==> src/rtl/cmp_search_if.sv <==
// Handshake and data bundle between the binary-search controller and the
// signed magnitude comparator it drives.
// The optional abort input exists only when CMP_SEARCH_ABORT_EN is defined.
interface cmp_search_if #(
    parameter int WIDTH  = 4,
    parameter int STEP_W = 3
);
    logic              start;
    logic              agtb;
    logic              aeqb;
    logic              altb;
`ifdef CMP_SEARCH_ABORT_EN
    logic              abort;
`endif
    logic [WIDTH-1:0]  probe;
    logic              busy;
    logic              done;
    logic              found;
    logic              err;
    logic [WIDTH-1:0]  result;
    logic [STEP_W-1:0] steps;

`ifdef CMP_SEARCH_ABORT_EN
    // Controller side
    modport master (
        input  start, agtb, aeqb, altb, abort,
        output probe, busy, done, found, err, result, steps
    );
    // Comparator / requester side
    modport slave (
        output start, agtb, aeqb, altb, abort,
        input  probe, busy, done, found, err, result, steps
    );
`else
    // Controller side
    modport master (
        input  start, agtb, aeqb, altb,
        output probe, busy, done, found, err, result, steps
    );
    // Comparator / requester side
    modport slave (
        output start, agtb, aeqb, altb,
        input  probe, busy, done, found, err, result, steps
    );
`endif
endinterface

==> src/rtl/cmp_search_ctrl.sv <==
// Binary-search initiator for a 3-flag signed magnitude comparator.
// Drives the comparator's b operand (probe), samples agtb/aeqb/altb on the
// following edge and narrows a signed [lo, hi] window until the value on
// the comparator's a operand is hit, or the flags prove inconsistent.
// Optional feature: define CMP_SEARCH_ABORT_EN to add an abort input that
// cancels a running search (reported as err).
module cmp_search_ctrl #(
    parameter int WIDTH  = 4,
    parameter int STEP_W = 3
) (
    input  logic         clk,
    input  logic         rst,
    cmp_search_if.master bus
);

    typedef enum logic {
        IDLE  = 1'b0,
        PROBE = 1'b1
    } state_t;

    // Window bounds carry one extra bit so that probe-1 / probe+1 at the
    // range edges cannot wrap; an emptied window then shows up as lo > hi.
    localparam logic signed [WIDTH:0] LO_INIT = {2'b11, {(WIDTH-1){1'b0}}};
    localparam logic signed [WIDTH:0] HI_INIT = {2'b00, {(WIDTH-1){1'b1}}};

    state_t                   state_reg,  state_next;
    logic signed [WIDTH:0]    lo_reg,     lo_next;
    logic signed [WIDTH:0]    hi_reg,     hi_next;
    logic [WIDTH-1:0]         probe_reg,  probe_next;
    logic                     done_reg,   done_next;
    logic                     found_reg,  found_next;
    logic                     err_reg,    err_next;
    logic [WIDTH-1:0]         result_reg, result_next;
    logic [STEP_W-1:0]        steps_reg,  steps_next;

    logic [2:0]               flags;
    logic                     flags_onehot;
    logic signed [WIDTH:0]    probe_ext;
    logic signed [WIDTH:0]    narrow_lo;
    logic signed [WIDTH:0]    narrow_hi;

    // Floor of the window midpoint; the sum needs two guard bits.
    function automatic logic [WIDTH-1:0] mid_of(
        input logic signed [WIDTH:0] lo,
        input logic signed [WIDTH:0] hi
    );
        logic signed [WIDTH+1:0] sum;
        sum = (WIDTH+2)'(lo) + (WIDTH+2)'(hi);
        return WIDTH'(sum >>> 1);
    endfunction

    assign flags        = {bus.agtb, bus.aeqb, bus.altb};
    assign flags_onehot = (flags == 3'b100) || (flags == 3'b010) ||
                          (flags == 3'b001);
    assign probe_ext    = (WIDTH+1)'($signed(probe_reg));

    // State and datapath registers; reset drops any search in flight.
    always_ff @(posedge clk or posedge rst) begin
        if (rst) begin
            state_reg  <= IDLE;
            lo_reg     <= '0;
            hi_reg     <= '0;
            probe_reg  <= '0;
            done_reg   <= 1'b0;
            found_reg  <= 1'b0;
            err_reg    <= 1'b0;
            result_reg <= '0;
            steps_reg  <= '0;
        end else begin
            state_reg  <= state_next;
            lo_reg     <= lo_next;
            hi_reg     <= hi_next;
            probe_reg  <= probe_next;
            done_reg   <= done_next;
            found_reg  <= found_next;
            err_reg    <= err_next;
            result_reg <= result_next;
            steps_reg  <= steps_next;
        end
    end

    // Next-state logic: launch from IDLE, narrow the window while probing.
    always_comb begin
        state_next  = state_reg;
        lo_next     = lo_reg;
        hi_next     = hi_reg;
        probe_next  = probe_reg;
        done_next   = 1'b0;
        found_next  = found_reg;
        err_next    = err_reg;
        result_next = result_reg;
        steps_next  = steps_reg;
        narrow_lo   = lo_reg;
        narrow_hi   = hi_reg;

        case (state_reg)
            IDLE: begin
                if (bus.start) begin
                    lo_next    = LO_INIT;
                    hi_next    = HI_INIT;
                    probe_next = mid_of(LO_INIT, HI_INIT);
                    steps_next = STEP_W'(1);
                    found_next = 1'b0;
                    err_next   = 1'b0;
                    state_next = PROBE;
                end
            end

            PROBE: begin
`ifdef CMP_SEARCH_ABORT_EN
                if (bus.abort) begin
                    found_next = 1'b0;
                    err_next   = 1'b1;
                    done_next  = 1'b1;
                    state_next = IDLE;
                end else
`endif
                if (!flags_onehot) begin
                    // A broken comparator: report and stop.
                    found_next = 1'b0;
                    err_next   = 1'b1;
                    done_next  = 1'b1;
                    state_next = IDLE;
                end else if (bus.aeqb) begin
                    found_next  = 1'b1;
                    result_next = probe_reg;
                    done_next   = 1'b1;
                    state_next  = IDLE;
                end else begin
                    if (bus.altb) begin
                        narrow_hi = probe_ext - (WIDTH+1)'(1);
                    end else begin
                        narrow_lo = probe_ext + (WIDTH+1)'(1);
                    end

                    if (narrow_lo > narrow_hi) begin
                        // Window exhausted without a match.
                        found_next = 1'b0;
                        err_next   = 1'b0;
                        done_next  = 1'b1;
                        state_next = IDLE;
                    end else begin
                        lo_next    = narrow_lo;
                        hi_next    = narrow_hi;
                        probe_next = mid_of(narrow_lo, narrow_hi);
                        steps_next = steps_reg + STEP_W'(1);
                    end
                end
            end

            default: begin
                state_next = IDLE;
            end
        endcase
    end

    assign bus.probe  = probe_reg;
    assign bus.busy   = (state_reg == PROBE);
    assign bus.done   = done_reg;
    assign bus.found  = found_reg;
    assign bus.err    = err_reg;
    assign bus.result = result_reg;
    assign bus.steps  = steps_reg;

endmodule

==> src/flat_wrapper.sv <==
// flat-port wrapper written by rule: the top's interface ports become plain ports
module cmp_search_ctrl_flat 
#(
    parameter int WIDTH  = 4,
    parameter int STEP_W = 3
)
  (clk, rst, bus_start, bus_agtb, bus_aeqb, bus_altb, bus_probe, bus_busy, bus_done, bus_found, bus_err, bus_result, bus_steps);
  cmp_search_if #(.WIDTH(WIDTH), .STEP_W(STEP_W)) bus_i ();
  input  logic clk;
  input  logic rst;
  input wire logic [$bits(bus_i.start)-1:0] bus_start;
  input wire logic [$bits(bus_i.agtb)-1:0] bus_agtb;
  input wire logic [$bits(bus_i.aeqb)-1:0] bus_aeqb;
  input wire logic [$bits(bus_i.altb)-1:0] bus_altb;
  output wire logic [$bits(bus_i.probe)-1:0] bus_probe;
  output wire logic [$bits(bus_i.busy)-1:0] bus_busy;
  output wire logic [$bits(bus_i.done)-1:0] bus_done;
  output wire logic [$bits(bus_i.found)-1:0] bus_found;
  output wire logic [$bits(bus_i.err)-1:0] bus_err;
  output wire logic [$bits(bus_i.result)-1:0] bus_result;
  output wire logic [$bits(bus_i.steps)-1:0] bus_steps;
  assign bus_i.start = bus_start;
  assign bus_i.agtb = bus_agtb;
  assign bus_i.aeqb = bus_aeqb;
  assign bus_i.altb = bus_altb;
  assign bus_probe = bus_i.probe;
  assign bus_busy = bus_i.busy;
  assign bus_done = bus_i.done;
  assign bus_found = bus_i.found;
  assign bus_err = bus_i.err;
  assign bus_result = bus_i.result;
  assign bus_steps = bus_i.steps;
  cmp_search_ctrl #(.WIDTH(WIDTH), .STEP_W(STEP_W)) u_core (.clk(clk), .rst(rst), .bus(bus_i));
endmodule
==> config.mk <==
export PLATFORM = sky130hd
export DESIGN_NAME = cmp_search_ctrl_flat
export DESIGN_NICKNAME = d
export VERILOG_FILES = /design/src/rtl/cmp_search_if.sv /design/src/rtl/cmp_search_ctrl.sv /design/src/flat_wrapper.sv
export SDC_FILE = /design/constraint.sdc
export NUM_CORES = 1
export LEC_CHECK = 0
export BUFFER_PORTS_ARGS = -buffer_cell sky130_fd_sc_hd__buf_2
export CAP_MARGIN = 20
export CORE_ASPECT_RATIO = 1.2
export CORE_MARGIN = 3
export CORE_UTILIZATION = 61
export DETAILED_ROUTE_END_ITERATION = 8
export MAX_ROUTING_LAYER = met4
export PLACE_DENSITY = 0.95
export SLEW_MARGIN = 5
export SYNTH_ARGS = -nofsm -noshare
export SYNTH_HDL_FRONTEND = slang
export SYNTH_SLANG_ARGS = --single-unit
==> constraint.sdc <==
create_clock -name clk -period 6.2 [get_ports clk]
set_input_delay 0.62 -clock clk [delete_from_list [all_inputs] [get_ports clk]]
set_output_delay 0.62 -clock clk [all_outputs]
set_load 0.01 [all_outputs]
* Yosys cells after proc, flatten, opt, wreduce, memory -nomap -nowiden
Index checks and enable logic that the tools add are counted.
Word-level totals: register bits after elaboration 25, latch bits 0, memory bits (writable) 0, memory bits (read-only) 0, input bits 6, output and inout bits 15, word-level logic and storage cells 76, memories kept 0
Cells by class: $add $sub $neg 4, $mul 0, div/mod/pow operators 0, order comparisons 1, equal/unequal tests 10, shift operators 0, muxes and demuxes 45, bitwise operators 1, reductions and logical operators 6
Operators with widths (number):
- 2-to-1 mux 5 bit | 16
- case mux 5 bit (2 select lines) | 2
- 2-to-1 mux 4 bit | 4
- 2-to-1 mux 1 bit | 14
- 2-to-1 mux 3 bit | 4
- != test 2 bit (second input constant) | 4
- case mux 4 bit (2 select lines) | 1
- != test 3 bit (second input constant) | 2
- case mux 1 bit (2 select lines) | 3
- case mux 3 bit (2 select lines) | 1
- AND reduction 3 bit | 2
- adder 4 x 2 -> 5 bit (second input constant) | 1
- adder 5 bit | 1
- greater-than comparator 5 bit | 1
- subtractor 4 x 2 -> 5 bit (second input constant) | 1
- != test 4 bit (second input constant) | 1
- AND reduction 4 bit | 1
- adder 3 x 1 -> 3 bit (second input constant) | 1
- equality test 3 x 1 -> 1 bit (second input constant) | 1
- equality test 3 x 2 -> 1 bit (second input constant) | 1
- equality test 3 bit (second input constant) | 1
- logical OR 1 bit | 2
- AND reduction 2 bit | 1
- NOT 1 bit | 1

* Logic depth before layout (Yosys ltp)
word-level depth 10, depth in mapped cells 13, mapped depth without buffers 12

* Worst setup path before layout
No wires, ideal clock.
path type input -> register, start in bus_altb, end reg u_core.probe_reg[0] (netlist: u_core.bus.probe[0]), library setup time 0.125 ns, data arrival time 2.850 ns, required time 6.075 ns, slack 3.226 ns, cell stages on the path 11, path buffers 2, cell sequence buf_2 buf_1 nand2_1 o21ai_0 inv_1 ha_1 nor4b_2 nor4_1 a221o_2 nand2_4 mux2_2
Between the ends: longest elaborated chain between the ends 9, elaborated cells on any way between the ends 22, those cells by class add/sub (1); order compare (1); eq/ne (5); mux (12); reduce/logical (3)
RTL lines:
- start, declared | line flat_wrapper.sv:14 | input wire logic [$bits(bus_i.altb)-1:0] bus_altb;
- 2-to-1 mux 5 bit | line cmp_search_ctrl.sv:130 | if (bus.altb) begin
- 2-to-1 mux 5 bit | line cmp_search_ctrl.sv:124 | end else if (bus.aeqb) begin
- 2-to-1 mux 5 bit | line cmp_search_ctrl.sv:118 | if (!flags_onehot) begin
- 2-to-1 mux 5 bit | line cmp_search_ctrl.sv:96 | case (state_reg)
- adder 5 bit | line cmp_search_ctrl.sv:48 | sum = (WIDTH+2)'(lo) + (WIDTH+2)'(hi);
- 2-to-1 mux 4 bit | line cmp_search_ctrl.sv:136 | if (narrow_lo > narrow_hi) begin
- 2-to-1 mux 4 bit | line cmp_search_ctrl.sv:124
- 2-to-1 mux 4 bit | line cmp_search_ctrl.sv:118
- case mux 4 bit (2 select lines) | line cmp_search_ctrl.sv:96
- end signal, assigned | line cmp_search_ctrl.sv:73 | probe_reg <= probe_next;
- end, declared | line cmp_search_ctrl.sv:29 | logic [WIDTH-1:0] probe_reg, probe_next;
Parallel ways exist; a longest one is shown, timed or not. The select of a mux whose other input is x is not followed. A chain may end at the register's enable or synchronous reset.

* Final worst setup path
start reg u_core.probe_reg[0] (netlist: u_core.bus.probe[0]), end reg u_core.hi_reg[0]
Between the ends: longest elaborated chain between the ends 9, elaborated cells on any way between the ends 17, those cells by class add/sub (2); order compare (1); eq/ne (1); mux (12); reduce/logical (1)
RTL lines:
- branches (longest 9 deep; another with adder 4 x 2 -> 5 bit)
- end signal, assigned | line cmp_search_ctrl.sv:72 | hi_reg <= hi_next;
- end, declared | line cmp_search_ctrl.sv:28 | logic signed [WIDTH:0] hi_reg, hi_next;
Several ways; the timed one is not identified. The select of a mux whose other input is x is not followed.

==> metrics.txt <==
outcome=finished clean; Die X=52.7 microns; Fin. Hold Viols=0; Die Span Y=62.0 microns; setup TNS=0 ns; CTS Hold Bufs=0; max_cap viols=0; IO Port Bufs=20; CP Launch Type=flop; Mapped Avg Cell Area=9.97 sq um; Vias/cell=6.03; final setup fails=0; CTS tree=yes; worst reg2reg path depth=12; antenna-violating nets left=0; maximum clock rate=303 MHz; DR WL/cell=16.0 microns; clk_lat worst skew=0.33 ns; Ports=21; Buf+Inv Stages, Crit Path=2; Area Growth Syn to Fin=6.82%; Die Area=0.00327 sq mm; number of global-route vias before repair=1194; Worst R2R Setup Slack=2.90 ns; Synth cell types=39; clk_skew=0.00987 ns; Synth Register Bits=25; hold crit path type=input port to asynchronous set/reset pin; Yosys warning count=0; most common cell after layout, fill and taps aside=dfrtp_1; RR Endpoint=u_core.hi_reg[0]; Cells after Synth=160; sequential share of the synthesized area=39.2%; R2R Path Start=u_core.bus.probe[0]; commonest cells after routing, fill and taps aside=25 x dfrtp_1, 20 x nand2_1, 20 x buf_2; Non-Filler Instances=207; initial core utilization=66.4%; P per Cell Area=223 mW/mm^2; slowest CP cell=a221o_2; worst path cell trace=inv_1 -> ha_1 -> xnor2_1 -> nand2_1 -> o21ai_0 -> inv_1 -> ha_1 -> nor4b_2 -> nor4_1 -> a221o_2 -> nand2_4 -> mux2_2; Top Family by Delay on Critical Path=simple AND/OR/NAND/NOR gates; crit path kind=flop to flop; placed cell count=203; Vias=1248; Clock transition at path regs=0.15 ns; site row count=19; worst slew pin tran=0.958 ns; Mapped Area=0.00160 sq mm; post-layout net count=196; HPWL after detailed placement=2430 microns; unrepaired setup endpoints after global routing=false; CTS Sinks=25; Leakage=0.857 nW; clock period minus final worst setup slack=3.30 ns; core outline area=0.00240 sq mm; slew margin rel.=36.1%; Tot GR Track Use=23.0%; Max VDD drop=132 uV; grt ovf=0; type of destination of the critical path=flop; drt drc=0; CP Data Required Time=6.44 ns; period utilisation layout=53.2%; synthesized netlist net count=179; crit-path max cell delay=0.48 ns; htree depth=1; CTS max path bufs=2; Max FO, Critical Path=15; CTS Buf Count=3; antenna diode count=0; Slew Limit Fails=0; DRT Pass-1 Iters=4; pin count of the biggest net entering global routing=26; Post-CTS Repair Setup Buffers=0; Worst EP arrival=3.54 ns; drt total wl=3320 microns; share of post-route cells with drive strength above 1=24.4%; initial drt markers=52; first-pass GRT wire length=5390 microns; Routability Congestion=0.964; initial antenna violation count=0; root buffer cell=clkbuf_4; cts repair resizes=0
[worst register-to-register path: cells and delay by family, from the launching register on]
family | cells | cell delay (ns)
simple gates | 4 | 0.69
compound gates | 2 | 0.66
fa+ha+maj | 2 | 0.63
flops | 1 | 0.47
mux | 1 | 0.37
buf+inv | 2 | 0.21
xor+xnor | 1 | 0.17
[metrics by stage]
step / hold WS (ns) / util (%) / power [mW] / worst slack (ns) / cell area, sq um
after global routing: 0.510 / 71.0 / 0.401 / 2.73 / 1700
after detailed placement: 0.469 / 69.8 / 0.307 / 2.95 / 1680
after floorplan: 0.472 / - / 0.279 / 3.23 / 1600
after global placement: 0.455 / 69.8 / 0.300 / 3.03 / 1680
after CTS: 0.486 / 71.0 / 0.377 / 2.94 / 1700
final: 0.483 / 71.0 / 0.380 / 2.90 / 1700
[per-layer routing]
metal  track usage (%)  routed length, microns
met1              27.8                    1340
met2              37.8                    1650
met3              2.63                     225
met4              12.4                     105
met5                 -                       0
[logic make-up after synthesis]
group / Yosys count / synth area share, %
flops: 25 / 39.2
xor+xnor: 9 / 4.94
compound gates: 30 / 12.9
buf+inv: 20 / 6.43
mux: 17 / 11.1
fa+ha+maj: 13 / 10.7
simple gates: 46 / 14.7
[where the power goes]
part           switching (mW)  total (mW)  internal (mW)
clock                  0.0518      0.0760         0.0242
combinational          0.0677       0.112         0.0443
sequential             0.0136       0.192          0.179
total                   0.133       0.380          0.247
[cell usage after synthesis (all sizes together)]
cell | instances | share of area [%]
a21o | 2 | 1.0
a211oi | 1 | 0.78
nor2b | 2 | 0.78
a221o | 1 | 0.71
ha | 12 | 9.4
mux2i | 11 | 6.9
a21boi | 1 | 0.47
nor2 | 10 | 2.4
nand2 | 21 | 5.4
a31o | 5 | 2.7
o21bai | 1 | 0.47
nand3 | 2 | 0.94
nor4b | 1 | 0.94
fa | 1 | 1.3
mux2 | 6 | 4.2
a31oi | 1 | 0.39
o21ai | 10 | 3.1
dfrtp | 25 | 39
nand2b | 2 | 0.78
and2b | 1 | 0.55
o211ai | 1 | 0.78
buf | 6 | 3.1
and3 | 4 | 1.8
nor4 | 2 | 0.78
nor3 | 1 | 0.31
a21oi | 6 | 1.9
xnor2 | 6 | 3.3
inv | 12 | 2.8
clkbuf | 2 | 0.47
a41oi | 1 | 0.55
xor2 | 3 | 1.6
[final cells by class]
cell class | instances | area, sq um
Multi-Input combinational cell | 115 | 867
Fill cell | 149 | 697
Clock buffer | 3 | 22.5
Clock inverter | 1 | 5.00
Sequential cell | 25 | 626
Timing Repair Buffer | 20 | 100
Tap cell | 31 | 38.8
Inverter | 12 | 45.0
[worst max path at each step]
stage / startpoint / end / slack (ns) / cells past startpoint
finish: u_core.bus.probe[0] / u_core.hi_reg[0] / 2.90 / 12
global route: u_core.bus.probe[0] / u_core.hi_reg[0] / 2.73 / 12
CTS: u_core.bus.probe[0] / u_core.hi_reg[0] / 2.94 / 12
detailed placement: bus_altb / u_core.hi_reg[0] / 2.95 / 9
global placement: bus_altb / u_core.hi_reg[0] / 3.03 / 9
floorplan: bus_altb / u_core.bus.probe[0] / 3.23 / 11
No activity file was read; power rests on OpenSTA's default activity.
